==> config.mk <==
export PLATFORM = sky130hd
export DESIGN_NAME = ram_port_arbiter
export DESIGN_NICKNAME = d
export VERILOG_FILES = /design/src/rtl/mfa_pkg.sv /design/src/rtl/ram_port_arbiter_rr_arbiter.sv /design/src/rtl/ram_port_arbiter.sv
export SDC_FILE = /design/constraint.sdc
export NUM_CORES = 1
export LEC_CHECK = 0
export ABC_AREA = 1
export BUFFER_PORTS_ARGS = -buffer_cell sky130_fd_sc_hd__buf_2
export CAP_MARGIN = 0
export CORE_MARGIN = 2
export CORE_UTILIZATION = 26
export DETAILED_ROUTE_END_ITERATION = 12
export PLACE_DENSITY_LB_ADDON = 0.25
export RECOVER_POWER = 50
export SLEW_MARGIN = 20
export SYNTH_ARGS = -nofsm -noshare
export SYNTH_HDL_FRONTEND = slang
export SYNTH_SLANG_ARGS = --single-unit
==> constraint.sdc <==
create_clock -name CLK -period 0.85 [get_ports CLK]
set_input_delay 0.0425 -clock CLK [delete_from_list [all_inputs] [get_ports CLK]]
set_output_delay 0.0425 -clock CLK [all_outputs]
set_load 0.01 [all_outputs]
==> src/rtl/mfa_pkg.sv <==
// Shared types and the round-robin search used by the RAM port arbiters.
// Sized for up to eight requesters; arbiters zero-extend their request vectors.
package mfa_pkg;

    localparam int ADDR_LEN_DEF = 6;
    localparam int DATA_LEN_DEF = 8;
    localparam int ADDR_W_DEF   = ADDR_LEN_DEF + 1;
    localparam int MAX_REQ      = 8;
    localparam int IDX_W        = 3;

    // RAM address width is always one bit wider than ADDR_LEN.
    function automatic int addr_w(input int addr_len);
        return addr_len + 1;
    endfunction

    typedef struct packed {
        logic [ADDR_W_DEF-1:0]   addr;
        logic [DATA_LEN_DEF-1:0] data;
    } ram_req_t;

    typedef struct packed {
        logic             found;
        logic [IDX_W-1:0] idx;
        logic [IDX_W-1:0] next_ptr;
    } rr_res_t;

    // Search ptr, ptr+1, ... (mod n) for the first active request.
    function automatic rr_res_t rr_next(input logic [IDX_W-1:0] ptr,
                                        input logic [MAX_REQ-1:0] req,
                                        input int n);
        rr_res_t res;
        int      idx;
        res = '0;
        for (int k = 0; k < MAX_REQ; k++) begin
            if (k < n) begin
                idx = (int'(ptr) + k) % n;
                if (!res.found && req[idx]) begin
                    res.found    = 1'b1;
                    res.idx      = IDX_W'(idx);
                    res.next_ptr = IDX_W'((idx + 1) % n);
                end
            end
        end
        return res;
    endfunction

endpackage

==> src/rtl/ram_port_arbiter_rr_arbiter.sv <==
// Single round-robin arbiter: combinational one-hot grant, pointer advances
// past the winner. Grants are suppressed while reset is asserted.
module rr_arbiter
    import mfa_pkg::*;
#(
    parameter int N = 2
) (
    input  logic         CLK,
    input  logic         RST,
    input  logic [N-1:0] req,
    output logic [N-1:0] gnt
);

    logic [IDX_W-1:0] ptr_q;
    logic [IDX_W-1:0] ptr_d;
    rr_res_t          res;

    always_comb begin
        res   = rr_next(ptr_q, MAX_REQ'(req), N);
        ptr_d = res.found ? res.next_ptr : ptr_q;
    end

    genvar gi;
    generate
        for (gi = 0; gi < N; gi++) begin : g_gnt
            assign gnt[gi] = !RST && res.found && (res.idx == IDX_W'(gi));
        end
    endgenerate

    always_ff @(posedge CLK or posedge RST) begin
        if (RST) begin
            ptr_q <= '0;
        end else begin
            ptr_q <= ptr_d;
        end
    end

endmodule

==> src/rtl/ram_port_arbiter.sv <==
// Shares one write port and one registered read port of the matrix RAM between
// NUM_REQ requesters; read data is returned one cycle after grant, one-hot tagged.
module ram_port_arbiter
    import mfa_pkg::*;
#(
    parameter int NUM_REQ  = 2,
    parameter int ADDR_LEN = 6,
    parameter int DATA_LEN = 8
) (
    input  logic                               CLK,
    input  logic                               RST,
    input  logic [NUM_REQ-1:0]                 wr_req,
    input  logic [NUM_REQ*(ADDR_LEN+1)-1:0]    wr_addr_in,
    input  logic [NUM_REQ*DATA_LEN-1:0]        wr_data_in,
    output logic [NUM_REQ-1:0]                 wr_gnt,
    input  logic [NUM_REQ-1:0]                 rd_req,
    input  logic [NUM_REQ*(ADDR_LEN+1)-1:0]    rd_addr_in,
    output logic [NUM_REQ-1:0]                 rd_gnt,
    output logic [NUM_REQ-1:0]                 rd_rsp_valid,
    output logic [DATA_LEN-1:0]                rd_rsp_data,
    output logic                               ram_wr_en,
    output logic [ADDR_LEN:0]                  ram_wr_addr,
    output logic [DATA_LEN-1:0]                ram_wr_data,
    output logic [ADDR_LEN:0]                  ram_rd_addr,
    input  logic [DATA_LEN-1:0]                ram_q
);

    localparam int ADDR_W = addr_w(ADDR_LEN);

    logic [NUM_REQ-1:0]  rsp_tag_q;
    logic [NUM_REQ-1:0]  rsp_tag_d;
    logic [ADDR_W-1:0]   wr_addr_sel [NUM_REQ];
    logic [DATA_LEN-1:0] wr_data_sel [NUM_REQ];
    logic [ADDR_W-1:0]   rd_addr_sel [NUM_REQ];

    rr_arbiter #(.N(NUM_REQ)) u_wr_arb (
        .CLK (CLK),
        .RST (RST),
        .req (wr_req),
        .gnt (wr_gnt)
    );

    rr_arbiter #(.N(NUM_REQ)) u_rd_arb (
        .CLK (CLK),
        .RST (RST),
        .req (rd_req),
        .gnt (rd_gnt)
    );

    // Grants are one-hot, so masking each slice and OR-ing yields the mux.
    genvar gi;
    generate
        for (gi = 0; gi < NUM_REQ; gi++) begin : g_sel
            assign wr_addr_sel[gi] = wr_gnt[gi] ? wr_addr_in[gi*ADDR_W +: ADDR_W] : '0;
            assign wr_data_sel[gi] = wr_gnt[gi] ? wr_data_in[gi*DATA_LEN +: DATA_LEN] : '0;
            assign rd_addr_sel[gi] = rd_gnt[gi] ? rd_addr_in[gi*ADDR_W +: ADDR_W] : '0;
        end
    endgenerate

    always_comb begin
        ram_wr_addr = '0;
        ram_wr_data = '0;
        ram_rd_addr = '0;
        for (int i = 0; i < NUM_REQ; i++) begin
            ram_wr_addr = ram_wr_addr | wr_addr_sel[i];
            ram_wr_data = ram_wr_data | wr_data_sel[i];
            ram_rd_addr = ram_rd_addr | rd_addr_sel[i];
        end
    end

    assign ram_wr_en = |wr_gnt;
    assign rsp_tag_d = rd_gnt;

    // Tag tracks which requester owns the data the RAM presents next cycle.
    always_ff @(posedge CLK or posedge RST) begin
        if (RST) begin
            rsp_tag_q <= '0;
        end else begin
            rsp_tag_q <= rsp_tag_d;
        end
    end

    assign rd_rsp_valid = rsp_tag_q;
    assign rd_rsp_data  = ram_q;

endmodule

==> run summary <==
status: complete, but fails checks
failing checks: setup timing
final worst setup slack: -0.377 ns
commonest cells after routing, fill and taps aside: buf_2 (67), nand4_1 (29), nand3_1 (15)
worst-margin pin slew: 0.167 ns
Final period util: 1.44
crit start category: flop
Ports: 95
Synth Area in Simple Gates: 0.623
worst clock skew: 0.000619 ns
Slew Viols, Final: 0
Max-slew headroom: 0.887
worst-path fanout max: 8
YS warnings: 0
Compound-Gate Fraction of Synth Area: 0.0156
clock buffer depth: 2
main combinational cell family by area after synthesis: simple AND/OR/NAND/NOR gates
Port Buffers: 78
TritonCTS Buffers: 3
Die Y: 53.7 um
row count: 18
Mapped Area: 643 sq um
drt pass-1 iters: 4
number of global-route vias before repair: 936
Iteration-0 DRC Markers: 17
global route total overflow: 0
nets@finish: 245
FF+latch count, synth: 4
Leak Pwr: 0.744 nW
clock-pin transition on the worst setup and hold timing paths: 0.03 ns
worst hold path class: input pin to flop
mux cell area share after synthesis: 0
Peak VDD IR: 0.000484 V
area of the die: 2890 sq um
GRT Total Usage: 0.163
FF-to-FF setup slack: -0.04 ns
Initial Util: 0.267
Root Buffer: clkbuf_4
Crit Path Class: flop to output port
sequential area share after synthesis: 0.156
initial antenna violation count: 0
vias per cell: 4.99
unrepaired setup endpoints after global routing: yes
adder-cell share of the synthesized area: 0
Post-Synth XOR/XNOR Area: 0
Final min period: 1.23 ns
clock tree sinks: 4
core area: 2410 sq um
detailed-route wire length per cell: 12.2 um
WHS Path Cells: 2
design area: 1270 sq um
Worst Path Arrival: 1.18 ns
layout cells sized above 1: 0.643
Vias: 1072
CP required: 0.81 ns
placed cell area: 1070 sq um
power per cell area: 935 nW/um^2
dominant cell type by area after synthesis: nand4_1
DRC: 0
post-synthesis cell count: 104
top cells by area, synth: nand4_1 (28%), dfrtp_1 (16%), nand2_1 (15%), buf_4 (12%), nand3_1 (12%)
Setup-failing EPs final: 28
Netlist cell types: 15
mean area per synthesized cell: 6.18 sq um
first-pass GRT wire length: 3530 um
MaxCap Viol Count: 0
fmax: 815 MHz
clk_lat worst skew: 0.23 ns
final core utilization: 0.528
post-route ant nets: 0
gpl congestion: 0.708
syn_nets: 162
ant diodes: 0
Area Overhead vs Synth: 97.7%
final setup TNS: -8.70 ns
Fin. Hold Viols: 0
Die Width: 53.7 um
CTS tree: done
WL final: 2630 um
HPWL after detailed placement: 1990 um
Synth top area share: 0.282
H-tree depth: 1
largest net degree at the start of global routing: 18
CP endpoint kind: output port
r2r worst-path depth: 3
most common cell after layout, fill and taps aside: buf_2
[logic make-up (layout without fill, tap and decap cells)]
family                 after synthesis  after routing
buffers and inverters               21            100
AO/OA/AOI/OAI                        2              2
flip-flops                           4              4
AND/OR/NAND/NOR                     77             79
[final cells by class]
type / instances / area [sq um]
clock buffer: 3 / 22.5
fill: 235 / 1140
inverter: 3 / 11.3
multi-input combinational: 81 / 504
sequential: 4 / 100
tap: 30 / 37.5
timing repair buffer: 94 / 596
[critical path, cell delays in order (launching register included)]
cell and delay, ns:
dfrtp_1 0.37, inv_2 0.08, nand2_4 0.09, buf_6 0.15, nand4_1 0.09, nand2_2 0.06, buf_6 0.12
[layer usage]
layer | track usage | part of all wire | up-vias
li1 | - | - | 535
met1 | 0.167 | 0.42 | 472
met2 | 0.311 | 0.48 | 57
met3 | 0.0194 | 0.080 | 8
met4 | 0.0940 | 0.021 | 0
met5 | 0 | 0 | -
[flip-flops by register name (all words and copies together) (netlist names)]
name and flops:
rd_rsp_valid 2, u_rd_arb.ptr_q 1, u_wr_arb.ptr_q 1
[cell usage after synthesis]
library cell	count
nor2_4	1
and2_1	1
nand2_1	25
buf_2	7
nand2_2	2
o21ai_0	2
buf_4	10
nand4_1	29
buf_6	1
and3_1	1
dfrtp_1	4
nand3_1	15
nor2_2	1
inv_1	3
nor2_1	2
[path summary, 6_finish.rpt]
check / from / to
setup / recovery: u_wr_arb.ptr_q[0] / ram_wr_data[5]
hold / removal: RST / rd_rsp_valid[1]
setup reg to reg: u_rd_arb.ptr_q[0] / rd_rsp_valid[0]
hold reg to reg: u_rd_arb.ptr_q[0] / u_rd_arb.ptr_q[0]
max in group asynchronous: RST / rd_rsp_valid[0]
min in group asynchronous: RST / u_rd_arb.ptr_q[0]
[report_power, final]
part | internal [mW] | leakage [nW] | total (mW) | switching [mW]
clock | 0.157 | 0.0138 | 0.224 | 0.0668
sequential | 0.212 | 0.0503 | 0.227 | 0.0152
combinational | 0.363 | 0.680 | 0.738 | 0.375
total | 0.732 | 0.744 | 1.19 | 0.457
[metrics by stage]
| step | worst slack (ns) | power [mW] | cells | hold slack, ns |
|---|---|---|---|---|
| finish | -0.377 | 1.19 | 215 | 0.0604 |
| CTS | -0.358 | 1.15 | 213 | 0.0458 |
| floorplan | -0.0536 | 0.578 | 104 | -0.0348 |
| global placement | -0.118 | 0.795 | 205 | 0.0851 |
| global route | -0.430 | 1.27 | 215 | 0.0557 |
| detailed placement | -0.145 | 0.810 | 205 | 0.0851 |
[what timing repair did]
item | in CTS | in global routing
hold buffers | 2 | 0
resized for setup | 19 | 7
cloned | 1 | 1
setup endpoints to repair | 29 | 28
buffers inserted | 2 | 2
pin swaps | 9 | 8
hold endpoints to repair | 4 | 0
Power figures use the tool's default switching activity.
